<file path="src/rtl/dmem_resp_pkg.sv">
// Shared constants and types for the data-memory responder.
// Holds the FSM state enum, default geometry/latency and the stall counter width.
package dmem_resp_pkg;

  localparam int unsigned DEF_DEPTH       = 64;
  localparam int unsigned DEF_WAIT_CYCLES = 2;
  localparam int unsigned CNT_W           = 4;

  typedef enum logic [1:0] {
    ST_IDLE = 2'd0,
    ST_WAIT = 2'd1,
    ST_RESP = 2'd2
  } dmem_state_e;

endpackage

</file>
<file path="src/rtl/dmem_lane_merge.sv">
// Byte-lane helper (combinational).
// Ports: old_word   - current memory word
//        wdata_byte - byte to insert on a byte store
//        lane       - byte lane, little-endian (0 = bits [7:0])
//        merged_word_c - old_word with the selected lane replaced
//        load_byte_c   - selected lane of old_word, zero-extended
module dmem_lane_merge (
  input  logic [31:0] old_word,
  input  logic [7:0]  wdata_byte,
  input  logic [1:0]  lane,
  output logic [31:0] merged_word_c,
  output logic [31:0] load_byte_c
);

  always_comb begin
    merged_word_c = old_word;
    load_byte_c   = 32'd0;
    case (lane)
      2'd0: begin
        merged_word_c[7:0] = wdata_byte;
        load_byte_c[7:0]   = old_word[7:0];
      end
      2'd1: begin
        merged_word_c[15:8] = wdata_byte;
        load_byte_c[7:0]    = old_word[15:8];
      end
      2'd2: begin
        merged_word_c[23:16] = wdata_byte;
        load_byte_c[7:0]     = old_word[23:16];
      end
      default: begin
        merged_word_c[31:24] = wdata_byte;
        load_byte_c[7:0]     = old_word[31:24];
      end
    endcase
  end

endmodule

</file>
<file path="src/rtl/dmem_responder.sv">
// Data-memory responder: one request at a time, fixed stall, single response.
// Optional macro DMEM_RESP_BYTE_EN enables byte (LDRB/STRB) accesses; without it
// byte requests complete with rsp_err=1.
// Ports: clk, reset (async, active-high)
//        req_valid/req_ready handshake; req_we, req_byte, req_addr, req_wdata
//        rsp_valid/rsp_ready handshake; rsp_rdata, rsp_err
module dmem_responder
  import dmem_resp_pkg::*;
#(
  parameter int unsigned DEPTH       = DEF_DEPTH,
  parameter int unsigned WAIT_CYCLES = DEF_WAIT_CYCLES
) (
  input  logic        clk,
  input  logic        reset,
  input  logic        req_valid,
  output logic        req_ready,
  input  logic        req_we,
  input  logic        req_byte,
  input  logic [31:0] req_addr,
  input  logic [31:0] req_wdata,
  output logic        rsp_valid,
  input  logic        rsp_ready,
  output logic [31:0] rsp_rdata,
  output logic        rsp_err
);

  localparam int unsigned AW = (DEPTH > 1) ? $clog2(DEPTH) : 1;

  localparam logic [1:0] S_IDLE = 2'(ST_IDLE);
  localparam logic [1:0] S_WAIT = 2'(ST_WAIT);
  localparam logic [1:0] S_RESP = 2'(ST_RESP);

  logic [1:0]       state_q, state_d;
  logic [CNT_W-1:0] cnt_q, cnt_d;
  logic             we_q, we_d, byte_q, byte_d;
  logic [31:0]      addr_q, addr_d, wdata_q, wdata_d;
  logic             rdy_q, rdy_d, vld_q, vld_d, err_q, err_d;
  logic [31:0]      rdata_q, rdata_d;

  logic [31:0] mem [DEPTH];

  // Access operands: live request when completing straight from IDLE, else latched.
  logic          live_c, acc_we_c, acc_byte_c, access_c;
  logic [31:0]   acc_addr_c, acc_wdata_c, old_word_c, merged_c, load_byte_c;
  logic [31:0]   acc_rdata_c, wr_word_c;
  logic [AW-1:0] idx_c;
  logic          oob_c, misalign_c, byte_err_c, acc_err_c, mem_we_c;

  assign live_c      = (state_q == S_IDLE);
  assign acc_we_c    = live_c ? req_we    : we_q;
  assign acc_byte_c  = live_c ? req_byte  : byte_q;
  assign acc_addr_c  = live_c ? req_addr  : addr_q;
  assign acc_wdata_c = live_c ? req_wdata : wdata_q;

  assign idx_c      = acc_addr_c[AW+1:2];
  assign oob_c      = (acc_addr_c[31:2] >= 30'(DEPTH));
  assign misalign_c = !acc_byte_c && (acc_addr_c[1:0] != 2'd0);
`ifdef DMEM_RESP_BYTE_EN
  assign byte_err_c = 1'b0;
`else
  assign byte_err_c = acc_byte_c;
`endif
  assign acc_err_c  = oob_c | misalign_c | byte_err_c;
  assign old_word_c = oob_c ? 32'd0 : mem[idx_c];

  dmem_lane_merge u_lane (
    .old_word      (old_word_c),
    .wdata_byte    (acc_wdata_c[7:0]),
    .lane          (acc_addr_c[1:0]),
    .merged_word_c (merged_c),
    .load_byte_c   (load_byte_c)
  );

  assign acc_rdata_c = acc_byte_c ? load_byte_c : old_word_c;
  assign wr_word_c   = acc_byte_c ? merged_c : acc_wdata_c;
  // Reset is checked here too so a request seen during reset never writes.
  assign mem_we_c    = access_c && acc_we_c && !acc_err_c && !reset;

  // Next-state and registered-output logic.
  always_comb begin
    state_d  = state_q;
    cnt_d    = cnt_q;
    we_d     = we_q;
    byte_d   = byte_q;
    addr_d   = addr_q;
    wdata_d  = wdata_q;
    vld_d    = vld_q;
    err_d    = err_q;
    rdata_d  = rdata_q;
    access_c = 1'b0;
    case (state_q)
      S_IDLE: begin
        if (req_valid && rdy_q) begin
          we_d    = req_we;
          byte_d  = req_byte;
          addr_d  = req_addr;
          wdata_d = req_wdata;
          if (WAIT_CYCLES == 0) begin
            access_c = 1'b1;
            state_d  = S_RESP;
          end else begin
            cnt_d   = CNT_W'(WAIT_CYCLES);
            state_d = S_WAIT;
          end
        end
      end
      S_WAIT: begin
        cnt_d = cnt_q - CNT_W'(1);
        if (cnt_q == CNT_W'(1)) begin
          access_c = 1'b1;
          state_d  = S_RESP;
        end
      end
      S_RESP: begin
        if (rsp_ready) begin
          state_d = S_IDLE;
          vld_d   = 1'b0;
          err_d   = 1'b0;
          rdata_d = 32'd0;
        end
      end
      default: state_d = S_IDLE;
    endcase
    if (access_c) begin
      vld_d   = 1'b1;
      err_d   = acc_err_c;
      rdata_d = (acc_err_c || acc_we_c) ? 32'd0 : acc_rdata_c;
    end
    rdy_d = (state_d == S_IDLE);
  end

  // State and output registers.
  always_ff @(posedge clk or posedge reset) begin
    if (reset) begin
      state_q <= S_IDLE;
      cnt_q   <= '0;
      we_q    <= 1'b0;
      byte_q  <= 1'b0;
      addr_q  <= 32'd0;
      wdata_q <= 32'd0;
      rdy_q   <= 1'b1;
      vld_q   <= 1'b0;
      err_q   <= 1'b0;
      rdata_q <= 32'd0;
    end else begin
      state_q <= state_d;
      cnt_q   <= cnt_d;
      we_q    <= we_d;
      byte_q  <= byte_d;
      addr_q  <= addr_d;
      wdata_q <= wdata_d;
      rdy_q   <= rdy_d;
      vld_q   <= vld_d;
      err_q   <= err_d;
      rdata_q <= rdata_d;
    end
  end

  // Storage is intentionally not reset.
  always_ff @(posedge clk) begin
    if (mem_we_c) mem[idx_c] <= wr_word_c;
  end

  assign req_ready = rdy_q;
  assign rsp_valid = vld_q;
  assign rsp_err   = err_q;
  assign rsp_rdata = rdata_q;

endmodule
</file>
<file path="config.mk">
export PLATFORM = sky130hd
export DESIGN_NAME = dmem_responder
export DESIGN_NICKNAME = d
export VERILOG_FILES = /design/src/rtl/dmem_resp_pkg.sv /design/src/rtl/dmem_lane_merge.sv /design/src/rtl/dmem_responder.sv
export SDC_FILE = /design/constraint.sdc
export NUM_CORES = 2
export LEC_CHECK = 0
export ABC_AREA = 1
export BUFFER_PORTS_ARGS = -buffer_cell sky130_fd_sc_hd__buf_2
export CORE_MARGIN = 3
export CORE_UTILIZATION = 50
export CTS_CLUSTER_DIAMETER = 30
export CTS_CLUSTER_SIZE = 10
export DETAILED_ROUTE_END_ITERATION = 16
export PLACE_DENSITY = 0.65
export SLEW_MARGIN = 10
export SYNTH_ARGS = -nofsm -noshare
export SYNTH_HDL_FRONTEND = slang
export SYNTH_SLANG_ARGS = --single-unit
</file>
<file path="constraint.sdc">
create_clock -name clk -period 7.2 [get_ports clk]
set_input_delay 0.72 -clock clk [delete_from_list [all_inputs] [get_ports clk]]
set_output_delay 0.72 -clock clk [all_outputs]
set_load 0.02 [all_outputs]
</file>
# Word-level counts from Yosys, hierarchy flattened
# Memories as Yosys holds them, arrays and structs flattened.
# Index checks and enable logic that the tools add are counted.
# totals
reg_bits	107
ramBits	2048
out_inout_bits	35
memories	1
# classes
add_sub_neg	1
order_cmp	1
n_eq_ne	6
n_mux	30
bitwise	2
n_reduce_logical	20
# memory_table
memory	words	word_bits	read_ports	rd_ports_with_merged_regs	write_ports	line	text
mem	64	32	1	0	1	dmem_responder.sv:40	logic [31:0] mem [DEPTH];
# op_table
op	n
32-bit two-way mux	9
8-bit two-way mux	4
30-bit by 7-bit greater-or-equal comparator with 1-bit output, second input constant	1
8-bit case mux with 3 select lines	1
1-bit two-way mux	10
4-bit case mux with 2 select lines	1
2-bit nonzero test	4
2-bit zero test	3
2-bit two-way mux	3
2-bit case mux with 3 select lines	1
2-bit AND reduction	3
1-bit logical AND	5
2-bit by 1-bit equality test with 1-bit output, second input constant	2
2-bit equality test, second input constant	2
4-bit by 1-bit equality test with 1-bit output, second input constant	1
4-bit two-way mux	1
4-bit by 1-bit subtractor with 4-bit output, second input constant	1
1-bit zero test	3
3-bit OR reduction	1
2-bit by 1-bit inequality test with 1-bit output, second input constant	1
1-bit bitwise OR	2
1-bit logical OR	1

# Depth between registers and ports, before layout
# logic_depth
depth_word	11
depth_mapped	20
mapped_depth_nobuf	17

# Cells and area by module
# A second synthesis with hierarchy kept.
# hier_totals
hier_cells	9240
hier_area_um2	93261.9
# modules_own_cells
module	instances	cells_per_inst	area_per_inst_um2	seq_area_each_um2
dmem_responder	1	9088	92308.5	64177.8
dmem_lane_merge	1	152	953.4	0.0

# Worst setup path after synthesis
# Ideal clock, no wire load.
# synth_path
kind	input-to-reg
from	input port req_addr[2]
to	memory mem[0][7] (data pin)
setup_time_ps	702
arrival_time_ps	4474
required_time_ps	6498
path_slack_ps	2024
cell_stages	13
n_path_buf	3
path_cell_list	nand2_1 -> nand2_1 -> buf_4 -> buf_2 -> buf_2 -> nand2_1 -> nand3_1 -> nand2_1 -> o21ai_0 -> nand2_1 -> nor2_1 -> nand3_1 -> o21ai_0
# synth_between
elab_chain_len	5
elab_cells_between_ends	6
cone_classes	1 x order compare; 4 x mux; 1 x memory
# synth_lines
item	line	text
start, declared	dmem_responder.sv:19	input logic [31:0] req_addr,
32-bit two-way mux (*)	dmem_responder.sv:52	assign acc_addr_c = live_c ? req_addr : addr_q;
30-bit by 7-bit greater-or-equal comparator with 1-bit output or memory read 64 x 32 bit (tied branches)	-	
32-bit two-way mux (*)	dmem_responder.sv:64	assign old_word_c = oob_c ? 32'd0 : mem[idx_c];
8-bit two-way mux (*)	dmem_lane_merge.sv:18	case (lane)
32-bit two-way mux (*)	dmem_responder.sv:75	assign wr_word_c = acc_byte_c ? merged_c : acc_wdata_c;
net wr_word_c[7]	dmem_responder.sv:45	logic [31:0] acc_rdata_c, wr_word_c;
end, declared	dmem_responder.sv:40	
# The timed path passes the listed nets; every way through them passes the cells marked *.

# Worst setup path after layout
# layout_path
from	register state_q[1]
to	memory mem[40][19] (data pin)
# layout_between
elab_chain_len	6
elab_cells_between_ends	10
cone_classes	1 x order compare; 1 x eq/ne; 6 x mux; 1 x reduce/logical; 1 x memory
# layout_lines
item	line	text
start, declared	dmem_responder.sv:33	logic [1:0] state_q, state_d;
start signal, assigned	dmem_responder.sv:146	state_q <= state_d;
2-bit zero test (*)	dmem_responder.sv:49	assign live_c = (state_q == S_IDLE);
32-bit two-way mux	dmem_responder.sv:52	
30-bit by 7-bit greater-or-equal comparator with 1-bit output or memory read 64 x 32 bit (tied branches)	-	
32-bit two-way mux	dmem_responder.sv:64	
8-bit two-way mux	dmem_lane_merge.sv:18	
32-bit two-way mux (*)	dmem_responder.sv:75	
net wr_word_c[19]	dmem_responder.sv:45	
# Marked as above.

==> summary.md <==
| Metric | Value |
|---|---|
| Sw Ratio | about two fifths |
| Die Height | between 400 and 500 µm |
| Tot Pwr | 59.4 mW |
| Synthesized net count | a little under 9000 |
| Cells after Synth | 8729 |
| Comb power frac | between 30% and 40% |
| Max Cap Viol | 0 |
| Total GRT Usage | 32.4% |
| Data required, critical path | 7.80 ns |
| Capturing point of the worst reg2reg path | mem[40][19] |
| Mapped Avg Cell Area | between 10 and 15 µm² |
| Internal reg-to-reg setup slack | about 1.3 ns |
| Worst VDD drop | 359 µV |
| Slew Limit Fails | 0 |
| Crit-path max FO | 64 |
| Die W | 433 µm |
| Multi-input logic area | approximately 23000 µm² |
| Fin. Hold Viols | 0 |
| Met2 Routed Length | 140000 µm |
| RSZ-0062 raised after global routing | no |
| # hold bufs at CTS | 41 |
| R2R depth | 17 |
| Switching pwr | about 24 mW |
| CTS resizes | 0 |
| Area Growth Syn to Fin | 22.0% |
| Worst hold stages | 3 |
| Cts bufs inserted | between 400 and 500 |
| DR top layer | met5 |
| Setup CP Type | reg2reg |
| H-tree depth | 5 |
| DR WL/cell | 25.7 µm |
| Post-synth EDFFs | 2048 |
| Largest net degree at the start of global routing | 131 |
| Worst EP arrival | 6.54 ns |
| Via count | 66200 |
| # fillers | ~14000 |
| Seq/Total Area, Yosys | a little over two thirds |
| Max frequency | 0.168 GHz |
| Top post-synthesis cells by area | edfxtp_1 67%, nand2_1 14%, nand3_1 3.3% |
| Clock sink count | about 2200 |
| Status | finished clean |
| Buffers on Ports | about 100 |
| Post-route ant nets | 0 |
| Setup Skew | 0.0821 ns |
| Worst rel slew slack | roughly an eighth |
| Ys async rst share | 4.97% |
| Top-count cell post-synth | nand2_1 |
| Sequential cell area | roughly 64000 µm² |
| Slew @ Worst Pin | 1.31 ns |
| CP Launch Type | register |
| Clk root buf | clkbuf_16 |
| Vias/cell | 5.59 |
| Ys Warns | 0 |
| Final Util | between 60% and 70% |
| Area of the mapped netlist | 91100 µm² |
| Period Utilization, post-route | 82.5% |
| Critical Path End Type | register |
| Tmin final | 5.94 ns |
| Flop pwr share | between 20 and 30% |
| Count of cell types in the netlist | 35 |
| GRT overflow | 0 |
| Clock-pin slew on the worst setup and hold paths | 0.05 ns |
| Synth area leader | edfxtp_1 |
| Final #Nets | 9180 |
| DRC Markers | 0 |
| Hold path start | req_addr[24] |
| Int Power | 35.7 mW |
| Post-synth top area share | 67.5% |
| Setup TNS | 0 ns |
| Routed wire length | 305000 µm |
| Initial antenna violation count | 14 |
| Min-delay worst type | in2reg |
| Die Area | 187000 µm² |
| Met3 WL | 31700 µm |
| Final setup viols | 0 |
| Synth cell count leaders | 3455 x nand2_1, 2048 x edfxtp_1, 749 x inv_1, 649 x nor2_1, 605 x nand3_1 |
| Post-CTS setup buffer count | 0 |
| Worst Hold Path EP | addr_q[24] |
| Core area | 181000 µm² |
| Vias in the first global route | 63600 |
| Pleak | 46.1 nW |
| Worst skew pair latency | a little under 1 ns |
| First-pass GRT wire length | 439000 µm |
| Share of layout cells above drive strength 1 | between 10 and 15% |
| First-pass DRT Iterations | 6 |
| Worst setup path startpoint | state_q[1] |
| CTS Buffer Depth | 4 |
| CTS tree | done |
| Gpl congestion | 0.956 |
| # IOs | around 110 |
| Initial Utilization | slightly above 50% |
| Row cnt | 156 |
| FF-to-FF Start | state_q[1] |
| Post-DP HPWL | 177000 µm |
| Initial DRC count | a little under 9000 |
| Clk network pwr share | 35.3% |
| #FFs+latches synth | 2155 |
| Top_reg_cell synth | edfxtp_1 |
| ANT cells | 0 |
| PwrDens | 534 nW/µm² |
| Met1 WL | 118000 µm |
-- logic make-up after synthesis --
logic type | Yosys count | share of synthesized area, %
AO/OA/AOI/OAI | 551 | 3.07
multiplexers | 1 | 0.0110
buffers and inverters | 1205 | 5.45
AND/OR/NAND/NOR | 4815 | 21.0
flip-flops | 2155 | 70.4
adder cells (fa/ha/maj) | 2 | 0.0275
-- layout by cell type (no fill, tap or decap), drive strengths merged --
| cell type | synthesis | routed |
|---|---|---|
| a21oi | 53 | 53 |
| a22oi | 10 | 10 |
| a31oi | 1 | 1 |
| buf | 304 | 334 |
| bufinv | 0 | 80 |
| clkbuf | 145 | 508 |
| clkinv | 0 | 165 |
| clkinvlp | 0 | 40 |
| dfrtp | 106 | 106 |
| dfstp | 1 | 1 |
| dlygate4sd3 | 0 | 41 |
| edfxtp | 2048 | 2048 |
| ha | 2 | 2 |
| inv | 756 | 780 |
| mux2i | 1 | 1 |
| nand2 | 3461 | 3461 |
| nand3 | 606 | 606 |
| nand3b | 37 | 37 |
| nand4 | 44 | 44 |
| nor2 | 653 | 653 |
| nor3 | 8 | 8 |
| nor3b | 1 | 1 |
| nor4 | 3 | 3 |
| o21ai | 484 | 484 |
| o22ai | 2 | 2 |
| o31ai | 1 | 1 |
| or2 | 2 | 2 |
-- worst max path at each step --
stage,endpoint,slack (ns),cells past startpoint
floorplan,mem[0][7],2.02,13
global placement,mem[32][19],1.01,17
detailed placement,mem[34][19],1.48,17
CTS,mem[46][19],1.43,17
global route,mem[44][19],1.14,17
finish,mem[40][19],1.26,17
-- stage by stage --
stage,std cells,hold slack (ns),cell area (µm²),worst slack (ns)
floorplan,8729,0.445,91100,2.02
global placement,11000,0.465,95400,1.01
detailed placement,11000,0.470,95400,1.48
CTS,11800,0.000320,111000,1.43
global route,11800,0.0358,111000,1.14
finish,11800,0.0521,111000,1.26
-- critical path, stage by stage (launching register included) --
cell and delay [ns]:
dfrtp_1 0.41, inv_1 0.10, nand2_2 0.37, nand2_4 0.22, nand2_4 0.65, buf_12 0.42, buf_4 0.35, buf_4 0.38
nand2_1 0.10, nand3_1 0.11, nand2_1 0.05, o21ai_0 0.56, nand2_1 0.12, nor2_1 0.37, nand3_1 0.25, nand2_1 0.14
nand2_1 0.10, nand2_4 0.60
-- layer usage --
layer / vias to the layer above / GRT usage (%)
li1: 29600 / -
met1: 32100 / 43.6
met2: 3774 / 50.1
met3: 662 / 7.16
met4: 2 / 15.9
met5: - / 0
-- flip-flops by register name (all words and copies together), names as in the netlist --
name / flops
cnt_q: 4
wdata_q: 32
mem: 2048
req_ready: 1
rsp_err: 1
state_q: 2
rsp_valid: 1
rsp_rdata: 32
we_q: 1
byte_q: 1
addr_q: 32
-- layout make-up --
class	count	share of cell area, %
Timing Repair Buffer	375	2.74
Inverter	756	2.55
Multi-Input combinational cell	5369	20.5
Tap cell	2370	2.67
Sequential cell	2155	57.7
Clock buffer	508	10.4
Clock inverter	309	3.43
-- power by group through the flow --
stage               sequential (mW)  combinational, mW  clock, mW
floorplan                      17.7               11.2          0
detailed placement             17.6               20.5          0
global route                   17.4               22.5       21.7
CTS                            17.4               20.7       21.1
finish                         17.4               21.1       21.0
global placement               17.6               20.3          0
No activity file was read; power rests on OpenSTA's default activity.
